`src/rtl/job_seq_pkg.sv`:
```
// Shared types and width constants for the job sequencer.
//   seq_state_e : sequencer FSM states
//   job_desc_t  : one queued job (cfg_k value and expected C-stream beat count)
package job_seq_pkg;

  localparam int JS_K_W      = 16;
  localparam int JS_BEAT_W   = 16;
  localparam int JS_JOBS_W   = 16;

  typedef enum logic [2:0] {
    ST_IDLE   = 3'd0,
    ST_LAUNCH = 3'd1,
    ST_RUN    = 3'd2,
    ST_CLEAR  = 3'd3,
    ST_DRAIN  = 3'd4,
    ST_ERR    = 3'd5
  } seq_state_e;

  typedef struct packed {
    logic [JS_K_W-1:0]    k;
    logic [JS_BEAT_W-1:0] beats;
  } job_desc_t;

endpackage

```
`src/rtl/job_desc_fifo.sv`:
```
// Synchronous descriptor queue for the job sequencer.
//   clk, rst_n : clock, async active-low reset (pointers only; storage is not reset)
//   push_i     : write wdata_i; accepted when not full, or when full and popping
//   wdata_i    : descriptor to store
//   pop_i      : advance the read pointer (ignored when empty)
//   rdata_o    : head descriptor (show-ahead, valid when !empty_o)
//   full_o     : DEPTH entries stored
//   empty_o    : no entries stored
module job_desc_fifo
  import job_seq_pkg::*;
#(
  parameter int DEPTH = 4
) (
  input  logic      clk,
  input  logic      rst_n,
  input  logic      push_i,
  input  job_desc_t wdata_i,
  input  logic      pop_i,
  output job_desc_t rdata_o,
  output logic      full_o,
  output logic      empty_o
);

  localparam int AW = $clog2(DEPTH);

  job_desc_t       mem_q [DEPTH];
  logic [AW:0]     wptr_q, rptr_q;
  logic            do_push, do_pop;

  // Pointers carry one extra MSB so full and empty are distinguishable
  // when the index bits are equal.
  assign empty_o = (wptr_q == rptr_q);
  assign full_o  = (wptr_q[AW] != rptr_q[AW]) && (wptr_q[AW-1:0] == rptr_q[AW-1:0]);

  assign do_pop  = pop_i && !empty_o;
  assign do_push = push_i && (!full_o || do_pop);

  assign rdata_o = mem_q[rptr_q[AW-1:0]];

  always_ff @(posedge clk or negedge rst_n) begin
    if (!rst_n) begin
      wptr_q <= '0;
      rptr_q <= '0;
    end else begin
      if (do_push) wptr_q <= wptr_q + 1'b1;
      if (do_pop)  rptr_q <= rptr_q + 1'b1;
    end
  end

  always_ff @(posedge clk) begin
    if (do_push) mem_q[wptr_q[AW-1:0]] <= wdata_i;
  end

endmodule

```
`src/rtl/job_sequencer.sv`:
```
// Job sequencer: queues job descriptors and runs them one at a time through
// compute_wrapper, issuing one start per job, clearing the sticky done, and
// checking the number of C-stream beats seen during the run.
//
// Ports:
//   clk, rst_n          : clock, async active-low reset
//   desc_valid/ready    : descriptor enqueue handshake (ready = queue not full)
//   desc_k, desc_beats  : job cfg_k and expected C beat count
//   cfg_k               : cfg_k presented to the wrapper for the current job
//   start               : one-cycle launch pulse to the wrapper
//   sw_clear_done       : one-cycle pulse clearing the wrapper's sticky done
//   done                : sticky done from the wrapper
//   c_fire              : C-stream tvalid & tready tap
//   busy                : a job is in flight or descriptors are queued
//   job_done            : one-cycle pulse per completed job
//   err_beats           : sticky, observed beat count differed from expected
//   err_timeout         : sticky, done not seen within TIMEOUT cycles of RUN
//   err_clear           : clears both sticky errors; leaves ERR
//   jobs_completed      : wrapping completed-job count
//
// Descriptor widths (K_W, BEAT_W) must match the job_desc_t fields in job_seq_pkg.
//
// state  | meaning
// -------+--------------------------------------------------------------
// IDLE   | waiting for a descriptor; clears a stale done if one is seen
// LAUNCH | start pulse is high this cycle
// RUN    | counting C beats and cycles, waiting for done
// CLEAR  | sw_clear_done + job_done pulse, beat count checked
// DRAIN  | waiting for the wrapper to drop done
// ERR    | timed out; no launches until err_clear
module job_sequencer
  import job_seq_pkg::*;
#(
  parameter int DEPTH   = 4,
  parameter int K_W     = JS_K_W,
  parameter int BEAT_W  = JS_BEAT_W,
  parameter int TO_W    = 16,
  parameter int TIMEOUT = 2000
) (
  input  logic                 clk,
  input  logic                 rst_n,
  input  logic                 desc_valid,
  output logic                 desc_ready,
  input  logic [K_W-1:0]       desc_k,
  input  logic [BEAT_W-1:0]    desc_beats,
  output logic [K_W-1:0]       cfg_k,
  output logic                 start,
  output logic                 sw_clear_done,
  input  logic                 done,
  input  logic                 c_fire,
  output logic                 busy,
  output logic                 job_done,
  output logic                 err_beats,
  output logic                 err_timeout,
  input  logic                 err_clear,
  output logic [JS_JOBS_W-1:0] jobs_completed
);

  localparam logic [TO_W-1:0] TO_LAST = TO_W'(TIMEOUT - 1);

  seq_state_e           state_q;
  logic [K_W-1:0]       cfg_k_q;
  logic [BEAT_W-1:0]    exp_beats_q;
  logic [BEAT_W-1:0]    beat_cnt_q;
  logic [BEAT_W-1:0]    beats_now;
  logic [TO_W-1:0]      to_cnt_q;
  logic                 start_q;
  logic                 sw_clr_q;
  logic                 job_done_q;
  logic                 err_beats_q;
  logic                 err_timeout_q;
  logic [JS_JOBS_W-1:0] jobs_q;

  job_desc_t            desc_in;
  job_desc_t            desc_head;
  logic                 fifo_full, fifo_empty, fifo_push, fifo_pop;

  assign desc_in.k     = desc_k;
  assign desc_in.beats = desc_beats;
  assign desc_ready    = !fifo_full;
  assign fifo_push     = desc_valid && !fifo_full;
  assign fifo_pop      = (state_q == ST_IDLE) && !done && !fifo_empty;

  job_desc_fifo #(.DEPTH(DEPTH)) u_fifo (
    .clk     (clk),
    .rst_n   (rst_n),
    .push_i  (fifo_push),
    .wdata_i (desc_in),
    .pop_i   (fifo_pop),
    .rdata_o (desc_head),
    .full_o  (fifo_full),
    .empty_o (fifo_empty)
  );

  // Beat count including this cycle's c_fire, saturating at all-ones.
  always_comb begin
    beats_now = beat_cnt_q;
    if (c_fire && (beat_cnt_q != '1)) beats_now = beat_cnt_q + 1'b1;
  end

  always_ff @(posedge clk or negedge rst_n) begin
    if (!rst_n) begin
      state_q       <= ST_IDLE;
      cfg_k_q       <= '0;
      exp_beats_q   <= '0;
      beat_cnt_q    <= '0;
      to_cnt_q      <= '0;
      start_q       <= 1'b0;
      sw_clr_q      <= 1'b0;
      job_done_q    <= 1'b0;
      err_beats_q   <= 1'b0;
      err_timeout_q <= 1'b0;
      jobs_q        <= '0;
    end else begin
      start_q    <= 1'b0;
      sw_clr_q   <= 1'b0;
      job_done_q <= 1'b0;

      // Clear first so a set further down in the same cycle wins.
      if (err_clear) begin
        err_beats_q   <= 1'b0;
        err_timeout_q <= 1'b0;
      end

      unique case (state_q)
        ST_IDLE: begin
          if (done) begin
            // Stale done: clear it, but keep the pulse one cycle wide while
            // the wrapper reacts.
            if (!sw_clr_q) sw_clr_q <= 1'b1;
          end else if (!fifo_empty) begin
            cfg_k_q     <= desc_head.k;
            exp_beats_q <= desc_head.beats;
            beat_cnt_q  <= '0;
            to_cnt_q    <= '0;
            start_q     <= 1'b1;
            state_q     <= ST_LAUNCH;
          end
        end
        ST_LAUNCH: begin
          state_q <= ST_RUN;
        end
        ST_RUN: begin
          beat_cnt_q <= beats_now;
          to_cnt_q   <= to_cnt_q + 1'b1;
          if (done) begin
            sw_clr_q   <= 1'b1;
            job_done_q <= 1'b1;
            state_q    <= ST_CLEAR;
          end else if (to_cnt_q == TO_LAST) begin
            err_timeout_q <= 1'b1;
            sw_clr_q      <= 1'b1;
            state_q       <= ST_ERR;
          end
        end
        ST_CLEAR: begin
          beat_cnt_q <= beats_now;
          jobs_q     <= jobs_q + 1'b1;
          if (beats_now != exp_beats_q) err_beats_q <= 1'b1;
          state_q    <= ST_DRAIN;
        end
        ST_DRAIN: begin
          if (!done) state_q <= ST_IDLE;
        end
        ST_ERR: begin
          if (err_clear) state_q <= ST_IDLE;
        end
        default: state_q <= ST_IDLE;
      endcase
    end
  end

  assign cfg_k          = cfg_k_q;
  assign start          = start_q;
  assign sw_clear_done  = sw_clr_q;
  assign job_done       = job_done_q;
  assign err_beats      = err_beats_q;
  assign err_timeout    = err_timeout_q;
  assign jobs_completed = jobs_q;
  assign busy           = (state_q != ST_IDLE) || !fifo_empty;

endmodule

```
`config.mk`:
```
export PLATFORM = sky130hd
export DESIGN_NAME = job_sequencer
export DESIGN_NICKNAME = d
export VERILOG_FILES = /design/src/rtl/job_seq_pkg.sv /design/src/rtl/job_desc_fifo.sv /design/src/rtl/job_sequencer.sv
export SDC_FILE = /design/constraint.sdc
export NUM_CORES = 1
export LEC_CHECK = 0
export CAP_MARGIN = 15
export CORE_MARGIN = 2
export CORE_UTILIZATION = 54
export CTS_CLUSTER_DIAMETER = 50
export DETAILED_ROUTE_END_ITERATION = 6
export PLACE_DENSITY_LB_ADDON = 0.3
export SYNTH_ARGS = -nofsm -noshare
export SYNTH_HDL_FRONTEND = slang
export SYNTH_SLANG_ARGS = --single-unit
```
`constraint.sdc`:
```
create_clock -name clk -period 4 [get_ports clk]
set_input_delay 0.4 -clock clk [delete_from_list [all_inputs] [get_ports clk]]
set_output_delay 0.4 -clock clk [all_outputs]
set_load 0.05 [all_outputs]
```
[Word-level counts from Yosys, hierarchy flattened]
Memory sizes are Yosys's and may differ from the RTL's. A register that Yosys moved wholly into a read port is not among the register bits.
Cells that the tools add are included.
Storage, ports and cells
  bits in registers: 62
  bits in writable memories: 128
  input port bits: 38
  word-level logic and storage cells: 88
  memories: 1
Operators by class
  add/sub/neg operators: 5
  eq/ne operators: 16
  mux-type cells: 31
  bitwise operators: 2
  reduce and logical (&&, ||, !) cells: 22
Memories
  u_fifo.mem_q: depth 4, bits a word 32, read ports 1, clocked after Yosys merged registers in 1, wr ports 1, line job_desc_fifo.sv:26  | job_desc_t mem_q [DEPTH];
Operator list (number)
  $pmux W16 S2: 2
  $add A16 B1 Y16 const B: 3
  $mux W16: 3
  $mux W1: 18
  $mux W3: 6
  $pmux W3 S6: 1
  $eq A16 B11 Y1 const B: 1
  $ne A16 B16 Y1: 1
  $ne A16 B16 Y1 const B: 1
  $reduce_and A3 Y1: 3
  $ne A2 B2 Y1 const B: 4
  $logic_and A1 B1 Y1: 7
  $add A3 B1 Y3 const B: 2
  $eq A3 B2 Y1 const B: 2
  $eq A3 B3 Y1 const B: 2
  $reduce_and A5 Y1: 1
  $logic_not A1 Y1: 4
  $reduce_bool A2 Y1: 2
  $eq A3 B1 Y1 const B: 1
  $eq A3 B3 Y1: 1
  $logic_not A3 Y1: 1
  $ne A3 B3 Y1 const B: 1
  $reduce_bool A3 Y1: 1
  $eq A2 B2 Y1: 1
  other kinds (5): 7

[Longest topological paths before layout]
  depth after elaboration: 8
  gate-level depth with buffers: 9
  depth with buffers taken out: 8

[Hierarchy]
Synthesis repeated with hierarchy kept, for this count alone.
Second synthesis, totals
  cells, all modules: 705
  area, all modules: 9542.9 µm²
By module, submodules not included
  job_desc_fifo: times used 1, cells an instance 214, area each 5068.6 µm²
  job_sequencer: times used 1, cells an instance 491, area each 4474.3 µm²

[Worst setup path before layout]
OpenSTA, ideal clock, no wires.
  path type: register to register
  from: reg u_fifo.rptr_q[0]
  to: mem u_fifo.mem_q[3][0] (netlist bit) (enable)
  arrival: 2.136 ns
  data required time: 3.606 ns
  path slack: 1.470 ns
  cell stages (with the launch flop): 5
  clock period less this slack: 2.530 ns
  path through: dfrtp_1 -> buf_2 -> xnor2_1 -> nand3b_1 -> and3_1
Between the ends
  elaborated cells on any way between the ends: 12
RTL lines
  start: declaration: line job_desc_fifo.sv:27  | logic [AW:0] wptr_q, rptr_q;
  start signal: assignment: line job_desc_fifo.sv:46  | if (do_pop) rptr_q <= rptr_q + 1'b1;
  $eq A2 B2 Y1 (*): line job_desc_fifo.sv:33  | assign full_o = (wptr_q[AW] != rptr_q[AW]) && (wptr_q[AW-1:0] == rptr_q[AW-1:0]);
  $logic_and A1 B1 Y1 (*): line job_desc_fifo.sv:33
  $logic_not A1 Y1 (*)
  net desc_ready: line job_sequencer.sv:43  | output logic desc_ready,
  $logic_and A1 B1 Y1 or $logic_or A1 B1 Y1 (tied branches): line job_sequencer.sv:81, job_desc_fifo.sv:36
  $logic_and A1 B1 Y1 (*): line job_desc_fifo.sv:36  | assign do_push = push_i && (!full_o || do_pop);
  $mux W1 (*): line job_desc_fifo.sv:51  | if (do_push) mem_q[wptr_q[AW-1:0]] <= wdata_i;
  $mux W1 (implied by the code) (*): line job_desc_fifo.sv:51
  end: declaration: line job_desc_fifo.sv:26
Mark *: on every way through the listed nets, which the timed path passes. The rest lies on a longest branch.

[Worst setup path after layout]
  from: reg u_fifo.rptr_q[2]
  to: out desc_ready
Between the ends
  cells in the longest elaborated chain, start to end: 3
Ends and longest elaborated chain
  $ne A1 B1 Y1: line job_desc_fifo.sv:33
  $logic_and A1 B1 Y1: line job_desc_fifo.sv:33
  $logic_not A1 Y1: line job_sequencer.sv:80  | assign desc_ready = !fifo_full;
  end: declaration: line job_sequencer.sv:43
Every way passes these cells.

==> reports/results.txt <==
Reg clk slew, reported paths - 60 ps
Seq/Total Area, Yosys - 66.9%
Grt ovf - 0
Die ar. - 0.0182 mm2
Worst Hold Class - register to register
Largest net degree at the start of global routing - 59
Internal power - 5.45 mW
Post-Route WL - 18.5 mm
XOR/XNOR Fraction of Synth Area - 5.11%
Setup Skew - 12.7 ps
IO buf count - 76
Async SR Flop Fraction - 42.3%
Post-synthesis cell type count - 48
Number of global-route vias before repair - 5,518
Setup Total Neg Slack - 0 ps
Top Ports - 77
Tightest Pin Transition - 940 ps
Worst setup path category - register to output pin
Tcrit/Tclk final - 69.1%
Rel. slew slack - 37.4%
Overall Global Routing Usage - 20.7%
CTS Buffer Depth - 3
Switching share of power - 34.4%
Post-synthesis mux area share - 12.7%
Register-to-register setup slack - 1420 ps
Avg Inst Size Synth - 15.3 um2
DR vias - 5,373
Main synth FF type - edfxtp_1
Power density over cell area - 755 mW/mm2
Average wire per standard cell - 19.9 um
Crit Reg-Reg Endpoint - err_beats$_DFF_PN0_
Worst-path fanout max - 6
Min Tclk post-route - 2760 ps
Min Hold Slack - 487 ps
Synth Area in Compound Gates - 4.20%
Final ANT Viol Nets - 0
Syn Nets - 650
Clock Tree Root - clkbuf_16
Total number of yosys warnings - 0
CP startpoint kind - register
Final core occ - 66.1%
Most common cell after layout, fill and taps aside - edfxtp_1
Area grow syn2layout - 18.9%
Initial antenna violation count - 0
Initial Utilization - 55.6%
Crit path capture type - output pin
First-pass GRT wire length - 29.2 mm
FF-to-FF path depth - 8
P_leak - 4.06 nW
Nets - 738
Clock Latency Late Sink - 510 ps
Die Ht - 135 um
Die extent in x - 135 um
Dpl hpwl - 11.6 mm
Syn Std Cell Area - 0.00926 mm2
CTS Buf Count - 25
Routability cong. - 0.876
Hold_sp - jobs_completed[15]$_DFFE_PN0N_
Hold path depth - 1
CP required - 3600 ps
CTS tree - yes
Post-route setup slack - 1240 ps
Flops & latches, synth - 222
Max Clock Freq - 0.362 GHz
Crit Reg-Reg Startpoint - beat_cnt_q[0]$_DFFE_PN0P_
Synth Area in Simple Gates - 8.58%
Final slew viol count - 0
Final Hold Vio Count - 0
Total power - 8.31 mW
CTS sink cnt - 222
Final setup violating endpoints - 0
# diodes - 0
CP startpoint - u_fifo.rptr_q[2]$_DFFE_PN0P_
Routed vias/inst - 5.78
Main combinational cell family by area after synthesis - multiplexers
DR iter-0 viols - 382
H-tree depth - 1
Hold path endpoint - jobs_completed[15]$_DFFE_PN0N_
Post-route DRC - 0
Core Area - 0.0166 mm2
RSZ-0062 raised after global routing - no
Layout cells sized above 1 - 17.3%
Clock power frac - 25.4%
CTS resizes - 0
Most frequent cells in the layout - edfxtp_1, dfrtp_1, clkdlybuf4s50_1
Adder-cell share of the synthesized area - 1.08%
Status - finished, final reports clean
Gate count of the mapped netlist - 604
Max-capacitance violation count - 0
Worst EP arrival - 2360 ps
Setup WS pre-CTS - 1220 ps
Switching pwr - 2.86 mW
Site Rows - 47
Logic pwr share - 33.7%
EDFF count, synth - 128
Initial DRT Pass Iterations - 5
Peak supply drop - 0.511 mV
Seq pwr share - 40.9%
worst max path at each step:
| stage | depth (start not counted) | to |
|---|---|---|
| 2_1_floorplan | 4 | u_fifo.mem_q[3][0]$_DFFE_PP_ |
| 3_3_place_gp | 8 | err_beats$_DFF_PN0_ |
| 3_5_place_dp | 8 | err_beats$_DFF_PN0_ |
| 4_1_cts | 3 | desc_ready |
| 5_1_grt | 3 | desc_ready |
| 6_report | 3 | desc_ready |
through the flow:
stage / instance area, um2 / cells
finish: 11000 / 930
global route: 11000 / 930
CTS: 11000 / 930
detailed placement: 10200 / 884
global placement: 10200 / 884
floorplan: 9260 / 604
cells by family after synthesis:
group	count (synthesis)
AOI/OAI and AO/OA	61
muxes	73
adders and majority gates	8
and+or+nand+nor	157
DFF	222
xor gates and xnor gates	54
buffers and inverters	29
cell usage after synthesis (all sizes together), types with 4 or more instances:
master	number	area (um2)
and3	17	109
edfxtp	128	3840
nand3	22	110
a31oi	4	25.0
clkbuf	8	30.0
nor2	37	139
o21ai	30	150
mux2i	6	60.1
a21oi	11	58.8
xnor2	43	377
xor2	11	96.3
inv	8	30.0
and2	4	25.0
mux4	32	721
ha	8	100
and4	5	47.6
nand4	15	109
dfrtp	94	2350
nor3	7	40.0
nand2	40	150
buf	13	68.8
mux2	35	394
metal layers:
metal  track usage [%]  wire length [um]  up-vias
li1                  -                 -     2467
met1              29.1              8100     2716
met2              34.2              9080      166
met3              3.79              1030       24
met4              4.74               255        0
met5                 0                 0        -
state kept, by name, summed over array words and instances, names as in the netlist, 3 cells and up:
| register | cells |
|---|---|
| to_cnt_q | 16 |
| beat_cnt_q | 16 |
| u_fifo.rptr_q | 3 |
| u_fifo.wptr_q | 3 |
| cfg_k | 16 |
| jobs_completed | 16 |
| u_fifo.mem_q | 128 |
| state_q | 3 |
| exp_beats_q | 16 |
final cells by class:
class | instances | area, um2
flip-flops and latches | 222 | 6200
multi-input cells | 353 | 2940
inverters | 8 | 30.0
well taps | 220 | 275
fillers | 1131 | 5640
clock inverters | 15 | 115
repair buffers | 82 | 806
clock buffers | 30 | 644
critical path: stages (launching register included):
cell and delay [ps]:
dfrtp_1 410, xnor2_1 350, nand3b_1 250, clkdlybuf4s50_1 860
power by group through the flow:
| stage | combinational, mW | sequential [mW] | clock [mW] |
|---|---|---|---|
| floorplan | 1.65 | 3.71 | 0 |
| global placement | 2.76 | 3.39 | 0 |
| detailed placement | 2.82 | 3.43 | 0 |
| CTS | 2.84 | 3.40 | 2.16 |
| global route | 3.01 | 3.45 | 2.25 |
| finish | 2.80 | 3.40 | 2.11 |
timing repair:
item | 4_1_cts | 5_1_grt
buffers inserted | 0 | 0
hold buffers | 1 | 0
hold endpoints to repair | 1 | 0
Note: power is estimated with default switching activity, not from simulation.
